--- src/rtl/minmax_pkg.sv ---
// rtl/minmax_pkg.sv - shared constants, FSM state and compare-node type for minmax_stream
package minmax_pkg;

    localparam logic MODE_MIN = 1'b0;
    localparam logic MODE_MAX = 1'b1;

    // Node fields are sized for the largest supported configuration
    // (W <= 32, IDXW <= 16, BEATW <= 16); narrower builds leave the upper
    // bits constant zero so unsigned compares are unaffected.
    localparam int NODE_VW = 32;
    localparam int NODE_IW = 16;
    localparam int NODE_BW = 16;

    typedef enum logic {
        IDLE  = 1'b0,
        ACCUM = 1'b1
    } acc_state_t;

    typedef struct packed {
        logic [NODE_VW-1:0] value;
        logic [NODE_IW-1:0] lane;
        logic [NODE_BW-1:0] beat;
        logic               masked;
    } node_t;

    // Number of entries alive at a given tree level (level 0 = raw lanes).
    function automatic int level_count(input int n, input int level);
        return (n + (1 << level) - 1) >> level;
    endfunction

endpackage

--- src/rtl/minmax_cmp_node.sv ---
// rtl/minmax_cmp_node.sv - two-input masked min/max select with tie-break toward input a
// Ports: mode (0 = min, 1 = max), a/b candidate nodes, y selected node.
// Input a must be the lower lane / earlier beat; b wins only when strictly better.
module minmax_cmp_node
    import minmax_pkg::*;
(
    input  logic  mode,
    input  node_t a,
    input  node_t b,
    output node_t y
);

    logic b_better;

    always_comb begin
        if (mode == MODE_MAX) begin
            b_better = (b.value > a.value);
        end else begin
            b_better = (b.value < a.value);
        end
        // A masked a yields b, which is itself masked when both are masked.
        if (a.masked) begin
            y = b;
        end else if (!b.masked && b_better) begin
            y = b;
        end else begin
            y = a;
        end
    end

endmodule

--- src/rtl/minmax_stream.sv ---
// rtl/minmax_stream.sv - pipelined per-frame min/max search over multi-lane beats
// Ports: clk, rst_n (sync, active low); in_valid/in_ready/in_data/in_mask/in_last/mode
// beat input; out_valid/out_ready/out_value/out_lane/out_beat/out_empty frame result.
// Optional macro MINMAX_STREAM_INDEX_EN: track winning lane and beat indices;
// without it out_lane and out_beat are tied to 0.
module minmax_stream
    import minmax_pkg::*;
#(
    parameter int W     = 8,
    parameter int NI    = 16,
    parameter int IDXW  = $clog2(NI),
    parameter int BEATW = 8
)(
    input  logic             clk,
    input  logic             rst_n,
    input  logic             in_valid,
    output logic             in_ready,
    input  logic [W-1:0]     in_data [NI],
    input  logic [NI-1:0]    in_mask,
    input  logic             in_last,
    input  logic             mode,
    output logic             out_valid,
    input  logic             out_ready,
    output logic [W-1:0]     out_value,
    output logic [IDXW-1:0]  out_lane,
    output logic [BEATW-1:0] out_beat,
    output logic             out_empty
);

    localparam int D = $clog2(NI);

    logic advance;
    logic accept;

    assign advance  = !out_valid || out_ready;
    assign in_ready = advance;
    assign accept   = in_valid && advance;

    // The tree needs the frame mode on every beat, so the first beat's mode
    // is captured at the input and reused for the rest of the frame.
    logic in_first;
    logic mode_lat;
    logic beat_mode;

    always_ff @(posedge clk) begin
        if (!rst_n) begin
            in_first <= 1'b1;
            mode_lat <= MODE_MIN;
        end else if (accept) begin
            in_first <= in_last;
            if (in_first) begin
                mode_lat <= mode;
            end
        end
    end

    assign beat_mode = in_first ? mode : mode_lat;

    // Compare tree: level 0 is the raw lanes, levels 1..D are registered.
    for (genvar l = 0; l <= D; l++) begin : g_lvl
        localparam int N = level_count(NI, l);
        node_t nd [N];
        logic  vld;
        logic  last;
        logic  md;

        if (l == 0) begin : g_leaf
            always_comb begin
                for (int i = 0; i < N; i++) begin
                    nd[i]        = '0;
                    nd[i].value  = NODE_VW'(in_data[i]);
`ifdef MINMAX_STREAM_INDEX_EN
                    nd[i].lane   = NODE_IW'(i);
`endif
                    nd[i].masked = !in_mask[i];
                end
            end
            assign vld  = accept;
            assign last = in_last;
            assign md   = beat_mode;
        end else begin : g_stage
            localparam int NP = level_count(NI, l - 1);
            node_t nx [N];

            for (genvar j = 0; j < N; j++) begin : g_node
                if (2 * j + 1 < NP) begin : g_pair
                    minmax_cmp_node u_cmp (
                        .mode (g_lvl[l-1].md),
                        .a    (g_lvl[l-1].nd[2*j]),
                        .b    (g_lvl[l-1].nd[2*j+1]),
                        .y    (nx[j])
                    );
                end else begin : g_pass
                    // Unpaired entry at an odd-sized level moves up untouched.
                    assign nx[j] = g_lvl[l-1].nd[2*j];
                end
            end

            always_ff @(posedge clk) begin
                if (!rst_n) begin
                    vld <= 1'b0;
                end else if (advance) begin
                    vld <= g_lvl[l-1].vld;
                end
            end

            always_ff @(posedge clk) begin
                if (advance) begin
                    nd   <= nx;
                    last <= g_lvl[l-1].last;
                    md   <= g_lvl[l-1].md;
                end
            end
        end
    end

    // Frame accumulator
    node_t      fin;
    logic       fin_vld;
    logic       fin_last;
    logic       fin_md;
    logic       take;
    node_t      held;
    node_t      incoming;
    node_t      combined;
    node_t      result;
    logic       acc_mode;
    acc_state_t state;
    acc_state_t state_nxt;

    assign fin      = g_lvl[D].nd[0];
    assign fin_vld  = g_lvl[D].vld;
    assign fin_last = g_lvl[D].last;
    assign fin_md   = g_lvl[D].md;
    assign take     = advance && fin_vld;

`ifdef MINMAX_STREAM_INDEX_EN
    logic [BEATW-1:0] beat_cnt;
    logic [BEATW-1:0] beat_nxt;

    assign beat_nxt = (beat_cnt == '1) ? beat_cnt : beat_cnt + BEATW'(1);

    always_ff @(posedge clk) begin
        if (!rst_n) begin
            beat_cnt <= '0;
        end else if (take) begin
            beat_cnt <= (state == IDLE) ? '0 : beat_nxt;
        end
    end
`endif

    always_ff @(posedge clk) begin
        if (!rst_n) begin
            state <= IDLE;
        end else begin
            state <= state_nxt;
        end
    end

    always_comb begin
        state_nxt = state;
        case (state)
            IDLE:    if (take && !fin_last) state_nxt = ACCUM;
            ACCUM:   if (take && fin_last)  state_nxt = IDLE;
            default: state_nxt = IDLE;
        endcase
    end

    // Held result is input a, so an equal incoming beat never displaces it.
    minmax_cmp_node u_acc_cmp (
        .mode (acc_mode),
        .a    (held),
        .b    (incoming),
        .y    (combined)
    );

    always_comb begin
        incoming = fin;
`ifdef MINMAX_STREAM_INDEX_EN
        incoming.beat = (state == IDLE) ? '0 : NODE_BW'(beat_nxt);
`endif
        result = (state == IDLE) ? incoming : combined;
    end

    always_ff @(posedge clk) begin
        if (take) begin
            held <= result;
            if (state == IDLE) begin
                acc_mode <= fin_md;
            end
        end
    end

    always_ff @(posedge clk) begin
        if (!rst_n) begin
            out_valid <= 1'b0;
            out_value <= '0;
            out_empty <= 1'b0;
        end else if (advance) begin
            out_valid <= take && fin_last;
            if (take && fin_last) begin
                out_empty <= result.masked;
                out_value <= result.masked ? '0 : result.value[W-1:0];
            end
        end
    end

`ifdef MINMAX_STREAM_INDEX_EN
    always_ff @(posedge clk) begin
        if (!rst_n) begin
            out_lane <= '0;
            out_beat <= '0;
        end else if (advance && take && fin_last) begin
            out_lane <= result.masked ? '0 : result.lane[IDXW-1:0];
            out_beat <= result.masked ? '0 : result.beat[BEATW-1:0];
        end
    end
`else
    assign out_lane = '0;
    assign out_beat = '0;
`endif

endmodule

--- config.mk ---
export PLATFORM = sky130hd
export DESIGN_NAME = minmax_stream
export DESIGN_NICKNAME = d
export VERILOG_FILES = /design/src/rtl/minmax_pkg.sv /design/src/rtl/minmax_cmp_node.sv /design/src/rtl/minmax_stream.sv
export SDC_FILE = /design/constraint.sdc
export NUM_CORES = 1
export LEC_CHECK = 0
export BUFFER_PORTS_ARGS = -buffer_cell sky130_fd_sc_hd__buf_4
export CAP_MARGIN = 25
export CORE_MARGIN = 5
export CORE_UTILIZATION = 50
export DETAILED_ROUTE_END_ITERATION = 16
export PLACE_DENSITY_LB_ADDON = 0.25
export SKIP_CTS_REPAIR_TIMING = 1
export SLEW_MARGIN = 20
export SYNTH_ARGS = -nofsm -noshare
export SYNTH_HDL_FRONTEND = slang
export SYNTH_SLANG_ARGS = --single-unit
export TNS_END_PERCENT = 100
--- constraint.sdc ---
create_clock -name clk -period 9.1 [get_ports clk]
set_clock_uncertainty 0.1 [all_clocks]
set_input_delay 0.455 -clock clk [delete_from_list [all_inputs] [get_ports clk]]
set_output_delay 0.455 -clock clk [all_outputs]
set_load 0.02 [all_outputs]
==> impl_metrics.toml <==
[run_status]
status = "complete, no violations"

[setup_path]
reg2reg_from = "out_valid$_SDFFE_PN0N_"
crit_start = "out_valid$_SDFFE_PN0N_"
crit_end = "out_value[2]$_SDFFE_PN0P_"
required_ns = 9.34
cp-start-kind = "flop"
path_max_fanout = 69
r2r_slack_ns = 6.17
reg2reg_to = "out_value[2]$_SDFFE_PN0P_"
path_class = "reg2reg"
cp.arrival_ns = 3.17
crit_path_end_kind = "flop"
reg2regPathDepth = 7

[final_layout]
final_cells = 1358
area_growth_pct = 18.65
final_nets = 1348
fillCellCount = 1753
n_antenna_cell = 0
final_util = 0.5972
layout-drive-gt1-share = 0.3066

[timing]
finalHoldViolations = 0
fmax_mhz = 340.7
finalCriticalPeriod_ns = 2.935
period_share = 0.3225
slew_headroom = 0.3215
setup_tns_ns = 0
worst_slew_pin_slew_ns = 1.018
maxSlewViolCount = 0
rsz0062_at_grt = "false"
setup_violations = 0

[logic_synthesis]
syn_area_mm2 = 0.01052
syn_avg_cell_area_um2 = 11.63
ys_ff_latch = 170
ys_warn_count = 0
muxShareOfSynthArea = 0.1414
syn_inst = 904
synth_top_family_by_area = "adder cells"
synth-seq-area-share = 0.4693
synth-async-reset-ratio = 0
synthSimpleGateAreaFrac = 0.07092
synth_cell_types = 43
synth_edf_count = 153
synth-xor-area-share = 0
synthFlopType = "edfxtp_1"
synth_fa_ha_area_frac = 0.1523
synth-compound-area-share = 0.09603

[clock_tree]
clock_latency_ns = 0.42
cts.clk_slew.worst_paths_ns = 0.06
cts_num_sinks = 170
cts_buffers = 17
cts_root_buffer = "clkbuf_16"
cts_tree = "done"
htreeDepth = 4
cts_buffer_depth = 2

[drt]
route.detailed.drc = 0
wirelength_mm = 19.81
wl_per_cell_um = 14.59
first_pass_iters = 5
vias = 6976
drt-initial-drc-count = 299
ant_nets = 0
routed_via_density = 5.137

[power_and_ir_drop]
p_leak_nw = 5.689
intPower_mw = 1.711
p_clk_frac = 0.284
p_comb_frac = 0.256
ir_worst_vdd_uv = 121.0
seqPwrFrac = 0.460
power_density_mw_per_mm2 = 189.9
power_switching_mw = 0.6579
switching_share = 0.2777

[grt]
grt_overflow = 0
grt_pass1_wl_mm = 33.18
antenna_found_initial = 0
grt_pass1_vias = 7072
track_usage = 0.1702
grt_max_degree = 84

[die]
start_util = 0.5034
die_w_um = 155.0
die_h_um = 155.0
core_mm2 = 0.02089
die_area_mm2 = 0.02403
io_pins = 173
core.rowCount = 53

[place]
finalWeightedCongestion = 0.8072
io_buffers = 160
dp_hpwl_mm = 15.44
dp.cells = 1326

[job]
max_cap_viol_count = 0

[min_path]
hold_path.class = "in2reg"
==> placed cells by master (no fill, tap or decap), types with 17 or more instances in the layout <==
cell type  count
buf_4        162
nand2_1       59
mux2_2       126
clkbuf_16     17
nor2_1        24
ha_1         128
inv_1        141
nand4_1       28
dfxtp_1       17
edfxtp_1     153
o211ai_1      17
a21oi_1       66
o21ai_0       30
==> flip-flops by register name, summed over array words and instances (netlist names), 3 cells and up, named ones only <==
name,flops
fin,9
g_lvl.last,3
g_lvl.nd,126
g_lvl.md,3
g_lvl.vld,3
out_value,8
held,9
==> critical path, cell delays in order (launching register included) <==
cell and delay [ns]:
dfxtp_1 0.34, nand2b_4 0.65, nand2_1 0.20, inv_1 0.34, nand2_1 0.18, nor2_1 0.71, nand2_1 0.13, o211ai_1 0.19
==> kinds of logic after synthesis <==
logic type | count (synthesis)
flops | 170
buf+inv | 168
compound gates | 154
simple gates | 152
mux | 131
fa+ha+maj | 128
other cells | 1
==> synthesized netlist by cell type, types with 3 or more instances <==
master / count / area share
edfxtp_1: 153 / 0.44
inv_1: 141 / 0.050
ha_1: 128 / 0.15
mux2_2: 126 / 0.13
a21oi_1: 66 / 0.031
nand2_1: 59 / 0.021
o21ai_0: 30 / 0.014
nand4_1: 28 / 0.017
nor2_1: 24 / 0.0086
buf_4: 20 / 0.014
dfxtp_1: 17 / 0.032
o211ai_1: 17 / 0.012
nor2b_1: 12 / 0.0071
and2_1: 11 / 0.0065
nand3_1: 9 / 0.0043
o211a_1: 8 / 0.0076
o311a_1: 8 / 0.0076
o31ai_2: 6 / 0.0071
a21boi_0: 3 / 0.0021
a21o_1: 3 / 0.0021
a221o_1: 3 / 0.0029
and3_1: 3 / 0.0018
mux2i_1: 3 / 0.0029
o221ai_1: 3 / 0.0025
==> power by group through the flow <==
| stage | Combinational (mW) | Clock, mW | Sequential [mW] |
|---|---|---|---|
| after global placement | 0.594 | 0 | 1.10 |
| after CTS | 0.613 | 0.689 | 1.09 |
| after global routing | 0.693 | 0.724 | 1.11 |
| after detailed placement | 0.606 | 0 | 1.11 |
| final | 0.606 | 0.674 | 1.09 |
| after floorplan | 0.459 | 0 | 1.07 |
==> layout make-up <==
cell class | count | area [µm²] | area share
clock buffer | 18 | 429.2 | 0.03440
multi-input combinational | 577 | 4896 | 0.3924
timing repair buffer | 162 | 1216 | 0.09748
inverter | 142 | 533.0 | 0.04272
clock inverter | 14 | 122.6 | 0.009829
tap | 275 | 344.1 | 0.02758
sequential | 170 | 4935 | 0.3955
==> worst min-delay path by stage <==
stage / end / from / cells past startpoint
2_1_floorplan: acc_mode$_DFFE_PP_ / fin_md$_DFFE_PN_ / 0
3_3_place_gp: acc_mode$_DFFE_PP_ / fin_md$_DFFE_PN_ / 0
3_5_place_dp: acc_mode$_DFFE_PP_ / fin_md$_DFFE_PN_ / 0
4_1_cts: g_lvl[1].last$_DFFE_PN_ / in_last / 1
5_1_grt: g_lvl[1].last$_DFFE_PN_ / in_last / 1
6_report: g_lvl[1].last$_DFFE_PN_ / in_last / 1
==> through the flow <==
stage               cell area, µm²  power, mW  hold WS, ns  worst slack, ns
floorplan                    10560      1.529       0.3003            5.036
global placement             11920      1.699       0.3047            6.031
detailed placement           11920      1.713       0.3071            5.888
CTS                          12480      2.394       0.1034            6.091
global route                 12480      2.522      0.09770            5.759
finish                       12480      2.369       0.1201            6.165
==> routing by layer <==
layer / GRT usage / routed length, µm / up-vias
met5: 0 / 0 / -
met4: 0.04289 / 302 / 0
met3: 0.03644 / 890 / 23
met2: 0.2847 / 9551 / 135
met1: 0.2265 / 9066 / 3220
li1: - / - / 3598
(Power assumes the default switching activity.)
